[src/rtl/maestro_hci_core_width_serializer.sv]
// Width serializer for the HCI core port: wide pass-through, or split each DW
// request into DW_SUB beats on the lower lanes and reassemble the read data.
module maestro_hci_core_width_serializer #(
  parameter int unsigned DW     = 128,
  parameter int unsigned DW_SUB = 32,
  parameter int unsigned AW     = 32,
  parameter int unsigned BW     = 8
) (
  input  logic             clk_i,
  input  logic             rst_ni,
  input  logic             clear_i,
  input  logic             sel_i,
  input  logic             in_req,
  input  logic             in_wen,
  input  logic [AW-1:0]    in_add,
  input  logic [DW/BW-1:0] in_be,
  input  logic [DW-1:0]    in_data,
  output logic             in_gnt,
  output logic             in_r_valid,
  output logic [DW-1:0]    in_r_data,
  output logic             out_req,
  output logic             out_wen,
  output logic [AW-1:0]    out_add,
  output logic [DW/BW-1:0] out_be,
  output logic [DW-1:0]    out_data,
  input  logic             out_gnt,
  input  logic             out_r_valid,
  input  logic [DW-1:0]    out_r_data
);

  localparam int unsigned NB_BEATS = DW / DW_SUB;
  localparam int unsigned BEAT_W   = $clog2(NB_BEATS);
  localparam int unsigned BE_SUB   = DW_SUB / BW;
  localparam logic [BEAT_W-1:0] LAST_BEAT = BEAT_W'(NB_BEATS - 1);

  logic [BEAT_W-1:0]              beat_q;
  logic                           mode_q;
  logic                           gnt_q;
  logic                           last_q;
  logic [(NB_BEATS-1)*DW_SUB-1:0] rbuf_q;

  logic        mode_wide;
  logic        beat_last;
  logic        beat_fire;
  logic [31:0] beat_ext;
  logic [31:0] rd_idx;

  // sel_i is only honoured between bursts; mid-burst the latched mode wins
  assign mode_wide = (beat_q == '0) ? sel_i : mode_q;
  assign beat_last = (beat_q == LAST_BEAT);
  assign beat_fire = out_req & out_gnt;
  assign beat_ext  = 32'(beat_q);
  assign rd_idx    = (beat_ext == 32'd0) ? 32'd0 : beat_ext - 32'd1;

  always_comb begin
    out_req  = in_req;
    out_wen  = in_wen;
    out_add  = in_add;
    out_be   = in_be;
    out_data = in_data;
    in_gnt   = out_gnt;
    if (!mode_wide) begin
      out_add                = in_add + AW'(beat_ext * BE_SUB);
      out_be                 = '0;
      out_be[BE_SUB-1:0]     = in_be[beat_ext*BE_SUB +: BE_SUB];
      out_data               = '0;
      out_data[DW_SUB-1:0]   = in_data[beat_ext*DW_SUB +: DW_SUB];
      in_gnt                 = out_gnt & in_req & beat_last;
    end
  end

  // Responses arrive one cycle after the grant, so they follow the mode
  // latched for that grant (mode_q) rather than the live effective mode.
  always_comb begin
    in_r_valid = out_r_valid;
    in_r_data  = out_r_data;
    if (!mode_q) begin
      in_r_valid = out_r_valid & gnt_q & last_q;
      in_r_data  = in_r_valid ? {out_r_data[DW_SUB-1:0], rbuf_q} : '0;
    end
  end

  always_ff @(posedge clk_i or negedge rst_ni) begin
    if (!rst_ni) begin
      beat_q <= '0;
      mode_q <= 1'b1;
      gnt_q  <= 1'b0;
      last_q <= 1'b0;
      rbuf_q <= '0;
    end else if (clear_i) begin
      beat_q <= '0;
      mode_q <= 1'b1;
      gnt_q  <= 1'b0;
      last_q <= 1'b0;
      rbuf_q <= '0;
    end else begin
      if (beat_q == '0) mode_q <= sel_i;
      gnt_q  <= beat_fire;
      last_q <= beat_last;
      if (!mode_wide && beat_fire) beat_q <= beat_q + BEAT_W'(1);
      if (!mode_q && out_r_valid && gnt_q && !last_q && in_wen)
        rbuf_q[rd_idx*DW_SUB +: DW_SUB] <= out_r_data[DW_SUB-1:0];
    end
  end

endmodule

[config.mk]
export PLATFORM = sky130hd
export DESIGN_NAME = maestro_hci_core_width_serializer
export DESIGN_NICKNAME = d
export VERILOG_FILES = /design/src/rtl/maestro_hci_core_width_serializer.sv
export SDC_FILE = /design/constraint.sdc
export NUM_CORES = 1
export LEC_CHECK = 0
export CAP_MARGIN = 20
export CORE_AREA = 2 2 244 246
export CTS_BUF_LIST = sky130_fd_sc_hd__clkbuf_8
export CTS_CLUSTER_SIZE = 24
export DETAILED_ROUTE_END_ITERATION = 10
export DIE_AREA = 0 0 246 248
export REMOVE_ABC_BUFFERS = 1
export SLEW_MARGIN = 40
export SYNTH_ARGS = -nofsm -noshare
export SYNTH_HDL_FRONTEND = slang
export SYNTH_SLANG_ARGS = --single-unit
export TNS_END_PERCENT = 100
[constraint.sdc]
create_clock -name clk_i -period 5 [get_ports clk_i]
set_input_delay 0.75 -clock clk_i [delete_from_list [all_inputs] [get_ports clk_i]]
set_output_delay 0.75 -clock clk_i [all_outputs]
set_load 0.02 [all_outputs]
### Word-level counts from Yosys, hierarchy flattened

Index checks and enable logic that the tools add are counted.

| operators by class | value |
|---|---|
| muxes and demuxes | 17 |
| shift operators | 4 |
| $add $sub $neg | 4 |
| eq/ne operators | 1 |
| magnitude comparators | 0 |
| reduce and logical (&&, ||, !) cells | 12 |
| multipliers | 0 |
| divide/modulo/power cells | 0 |
| bitwise gates (word level) | 4 |

Operators with widths:

| cell | number |
|---|---|
| 128-bit 2-to-1 mux | 3 |
| 96-bit 2-to-1 mux | 2 |
| 128-bit by 8-bit indexed part select with 32-bit output | 1 |
| 96-bit bitwise mux | 1 |
| 32-bit by 34-bit variable shift with 96-bit output, first input constant | 1 |
| 32-bit by 34-bit indexed part select with 96-bit output | 1 |
| 32-bit negator with 34-bit output | 1 |
| 32-bit by 4-bit adder with 32-bit output | 1 |
| 32-bit zero test | 1 |
| 32-bit 2-to-1 mux | 1 |
| 27-bit 2-to-1 mux | 1 |
| 16-bit 2-to-1 mux | 1 |
| 16-bit by 5-bit indexed part select with 4-bit output | 1 |
| 1-bit 2-to-1 mux | 6 |
| 1-bit logical AND | 5 |
| 1-bit AND | 4 |
| 2-bit 2-to-1 mux | 2 |
| 2-bit nonzero test | 2 |
| 1-bit zero test | 3 |
| 2-bit by 1-bit subtractor with 3-bit output, second input constant | 1 |
| 2-bit by 1-bit adder with 2-bit output, second input constant | 1 |
| 2-bit equality test, second input constant | 1 |
| 2-bit zero test | 1 |

| storage, ports and cells | value |
|---|---|
| output and inout port bits | 308 |
| memories kept | 0 |
| bits in latches | 0 |
| bits in read-only memories | 0 |
| flip-flop bits (word level) | 101 |
| bits in writable memories | 0 |

### Depth between registers and ports, before layout

| depth | value |
|---|---|
| depth after elaboration | 7 |
| mapped depth | 12 |
| mapped depth without buffers | 10 |

### Worst setup path after synthesis

Ideal clock, no wire load.

| path | value |
|---|---|
| path type | reg2out |
| start point | reg beat_q[0] |
| end point | out out_add[18] |
| data arrival time | 2.554 ns |
| slack | 1.696 ns |
| cell stages (with the launch flop) | 9 |
| buffers on the path | 1 |
| required time | 4.250 ns |
| cell sequence | dfrtp_1 inv_2 clkbuf_1 ha_1 mux2i_4 nand3b_1 or3_1 nor2_1 xor2_1 |

| on the way | value |
|---|---|
| cells in the longest elaborated chain, start to end | 3 |

Ends and longest elaborated chain:

| item | RTL line | text |
|---|---|---|
| start: declaration | 36 | `logic [BEAT_W-1:0] beat_q;` |
| start signal: assignment | 100 | `if (!mode_wide && beat_fire) beat_q <= beat_q + BEAT_W'(1);` |
| branches (longest 2 deep; another with 32-bit by 4-bit adder with 32-bit output) | -- |  |
| 32-bit 2-to-1 mux (*) | 62 | `if (!mode_wide) begin` |
| end: declaration | 23 | `output logic [AW-1:0] out_add,` |

Every way passes the cells marked *.

### Worst setup path in the final report

| path | value |
|---|---|
| start point | reg beat_q[1] |
| end point | out out_add[25] |

The elaborated chain is that of the path after synthesis.

==> flow_metrics.py <==
metrics = {
    "outcome": {
        "status": "finished, final reports clean",
    },
    "yosys": {
        "post_synth_fa_ha_maj_area_fraction": 0.01859,
        "synth-simple-area-share": 0.2080,
        "compound_gate_portion_of_the_synthesized_area": 0.3059,
        "count_leader_synth": "a22o_1",
        "postSynthCellCount": 937,
        "post_synthesis_cell_type_count": 44,
        "synth_enable_flop_cells": 0,
        "synth_xor_xnor_area_share": 0.03253,
        "yosys_warnings": 0,
        "synth_largest_area_cell": "dfrtp_1",
        "netlist_top_cells_area": "dfrtp_1 (32%), a22o_1 (18%), and2_1 (8.7%)",
        "synth_top_family_by_area": "compound AO/OA/AOI/OAI gates",
        "ys_seq_elements": 101,
        "ys_dominant_reg_cell": "dfrtp_1",
        "post_synth_most_frequent_cells": "a22o_1 (160), nand2_1 (153), and2_1 (109)",
        "synth-async-reset-ratio": 1.000,
        "synth_top_area_share": 0.3205,
        "synth.yosys.seq_area_share": 0.3239,
        "post_synth_instance_area_mm2": 0.007807,
        "synthMuxAreaShare": 0.05753,
        "post_synth.cell_area_avg_um2": 8.332,
    },
    "placement": {
        "pre_cts_ws_ns": 0.6373,
        "gp_routability_congestion": 0.8903,
        "post-dp-hpwl_mm": 35.65,
        "io_buffer_count": 615,
        "dpl_cell_area_mm2": 0.01481,
    },
    "global_route": {
        "grt_util_all_layers": 0.1384,
        "grt_start_max_net_pins": 89,
        "grt_pass1_wl_mm": 63.05,
        "antenna_violations_before_repair": 2,
        "grt-ovfl-total": 0,
        "vias_in_the_first_global_route": 9686,
    },
    "worst_setup_path": {
        "worst-setup-path-type": "reg -> out",
        "worstSetupStartpointType": "register",
        "crit_arrival_ns": 3.71,
        "path_max_fanout": 7,
        "timing.critical_path.required_ns": 4.25,
        "endpoint_kind": "output port",
    },
    "cells_and_area": {
        "area_delta_synth_final_pct": 92.37,
        "design_area_mm2": 0.01502,
        "drive_above_1_share": 0.06404,
        "number_of_nets_at_the_end_of_the_flow": 1817,
    },
    "pwr": {
        "clkPwrFrac": 0.197,
        "p_per_area_mw_per_mm2": 178.9,
        "leakage_nw": 5.604,
        "power.combinational.fraction": 0.496,
        "seqPwrFrac": 0.307,
        "peakVddDrop_uv": 107.1,
        "net_switching_power_figure_uw": 983.8,
        "cellInternalPower_mw": 1.703,
        "power.share.switching": 0.3662,
    },
    "die": {
        "die_w_um": 246,
        "floorplan.core_area_mm2": 0.05846,
        "die_area_mm2": 0.06101,
        "placementRows": 89,
        "die_height_um": 248,
        "start_util": 0.1335,
        "io-pin-count": 620,
    },
    "route": {
        "drt-total-wl_mm": 45.19,
        "drc": 0,
        "vias_per_cell": 4.245,
        "vias": 9648,
        "dr.first_iter.drc_count": 427,
        "detail-route-antenna-nets": 0,
        "drt-wirelength-per-cell_um": 19.88,
        "drt-pass1-iter-count": 5,
    },
    "clocking": {
        "worst_case_clock_buffer_depth": 2,
        "clock_sink_count": 101,
        "ctsRootBufferMaster": "clkbuf_8",
        "post_cts.resized_instances": 0,
        "path_clk_slew_ns": 0.10,
        "cts_post_setup_buffers_inserted": 0,
        "hold_buffers": 0,
        "clock_tree.htree_level_count": 3,
        "cts-buffers-inserted": 9,
        "cts_tree": "done",
        "clk-insertion-delay-late_ns": 0.41,
    },
    "timing": {
        "fin_ws_ns": 0.5384,
        "rsz0062_at_grt": "false",
        "fmaxAchievable_mhz": 224.1,
        "report.final.slew_viol_count": 0,
        "final.period_utilization": 0.8923,
        "count_of_endpoints_failing_setup_in_the_final_report": 0,
        "fin_skew_ns": 0.01645,
        "tightestPinTransition_ns": 0.8083,
        "finalHoldViolCount": 0,
        "timing.slew.headroom": 0.4594,
        "fin_setup_tns_ns": 0,
        "min_period_ns": 4.462,
    },
    "hold_path": {
        "timing.hold.worst.class": "in -> async",
    },
    "job": {
        "timing.max_cap.violations": 0,
    },
}
==> final timing paths <==
path | startpoint | to | slack, ns | depth (start not counted)
worst max-delay path | beat_q[1] | out_add[25] | 0.54 | 8
worst min-delay path | rst_ni | rbuf_q[68] | 0.32 | 1
worst max register to register | beat_q[0] | rbuf_q[6] | 1.42 | 10
worst min register to register | rbuf_q[91] | rbuf_q[91] | 0.49 | 2
max in group asynchronous | rst_ni | rbuf_q[43] | 3.69 | 2
min in group clk_i | rbuf_q[91] | rbuf_q[91] | 0.49 | 2
==> state kept, by name, indices dropped and copies added, names as in the netlist <==
register	cells
gnt_q	1
beat_q	2
last_q	1
rbuf_q	96
mode_q	1
==> per-stage QoR <==
step             util  instances  total power, mW  hold slack [ns]
2_1_floorplan       -        847            1.363           0.4507
5_1_grt        0.2569       2273            2.817           0.3486
3_5_place_dp   0.2533       2256            2.178           0.4712
4_1_cts        0.2565       2272            2.736           0.4180
3_3_place_gp   0.2533       2256            2.177           0.4667
6_report       0.2569       2273            2.687           0.3162
==> metal layers <==
layer	routed length [µm]	global-route usage
met1	17620	0.1537
met2	22650	0.2531
met3	3641	0.03655
met4	1257	0.04831
met5	12	0
==> worst max-delay path, cell delays in order, from the launching register on <==
cell,delay (ns)
dfrtp_4,0.48
inv_1,0.31
ha_1,0.39
mux2i_4,0.43
nand2_1,0.23
nor4_4,0.47
nand3_2,0.14
xnor2_1,0.20
clkdlybuf4s50_1,0.65
==> final cells by class <==
cell class	count	area [µm²]
Timing Repair Buffer	636	6341
Clock inverter	6	46.29
Clock buffer	10	137.6
Antenna cell	1	2.502
Tap cell	773	967.2
Multi-Input combinational cell	737	4955
Fill cell	6307	43440
Sequential cell	101	2536
Inverter	9	33.78
==> cell usage in the layout, fill, tap and decap left out, drive strengths merged, types with 23 or more instances in the layout <==
cell type / count
a21oi: 39
a22o: 160
and2: 109
buf: 23
clkdlybuf4s50: 613
dfrtp: 100
mux2: 37
nand2: 154
o21ai: 69
o22ai: 68
==> power by group through the flow <==
stage	logic (mW)	registers, mW	clock network, mW
3_5_place_dp	1.34	0.842	0
3_3_place_gp	1.34	0.842	0
6_report	1.33	0.825	0.529
2_1_floorplan	0.511	0.853	0
5_1_grt	1.40	0.827	0.590
4_1_cts	1.34	0.826	0.567
==> cell families (layout without fill, tap and decap cells) <==
logic type	after synthesis	in the layout
other	2	4
multiplexers	39	39
buffers and inverters	100	661
AO/OA/AOI/OAI	339	339
AND/OR/NAND/NOR	316	316
flip-flops	101	101
XOR/XNOR	29	29
adder cells (fa/ha/maj)	11	11
(Power assumes the default switching activity.)
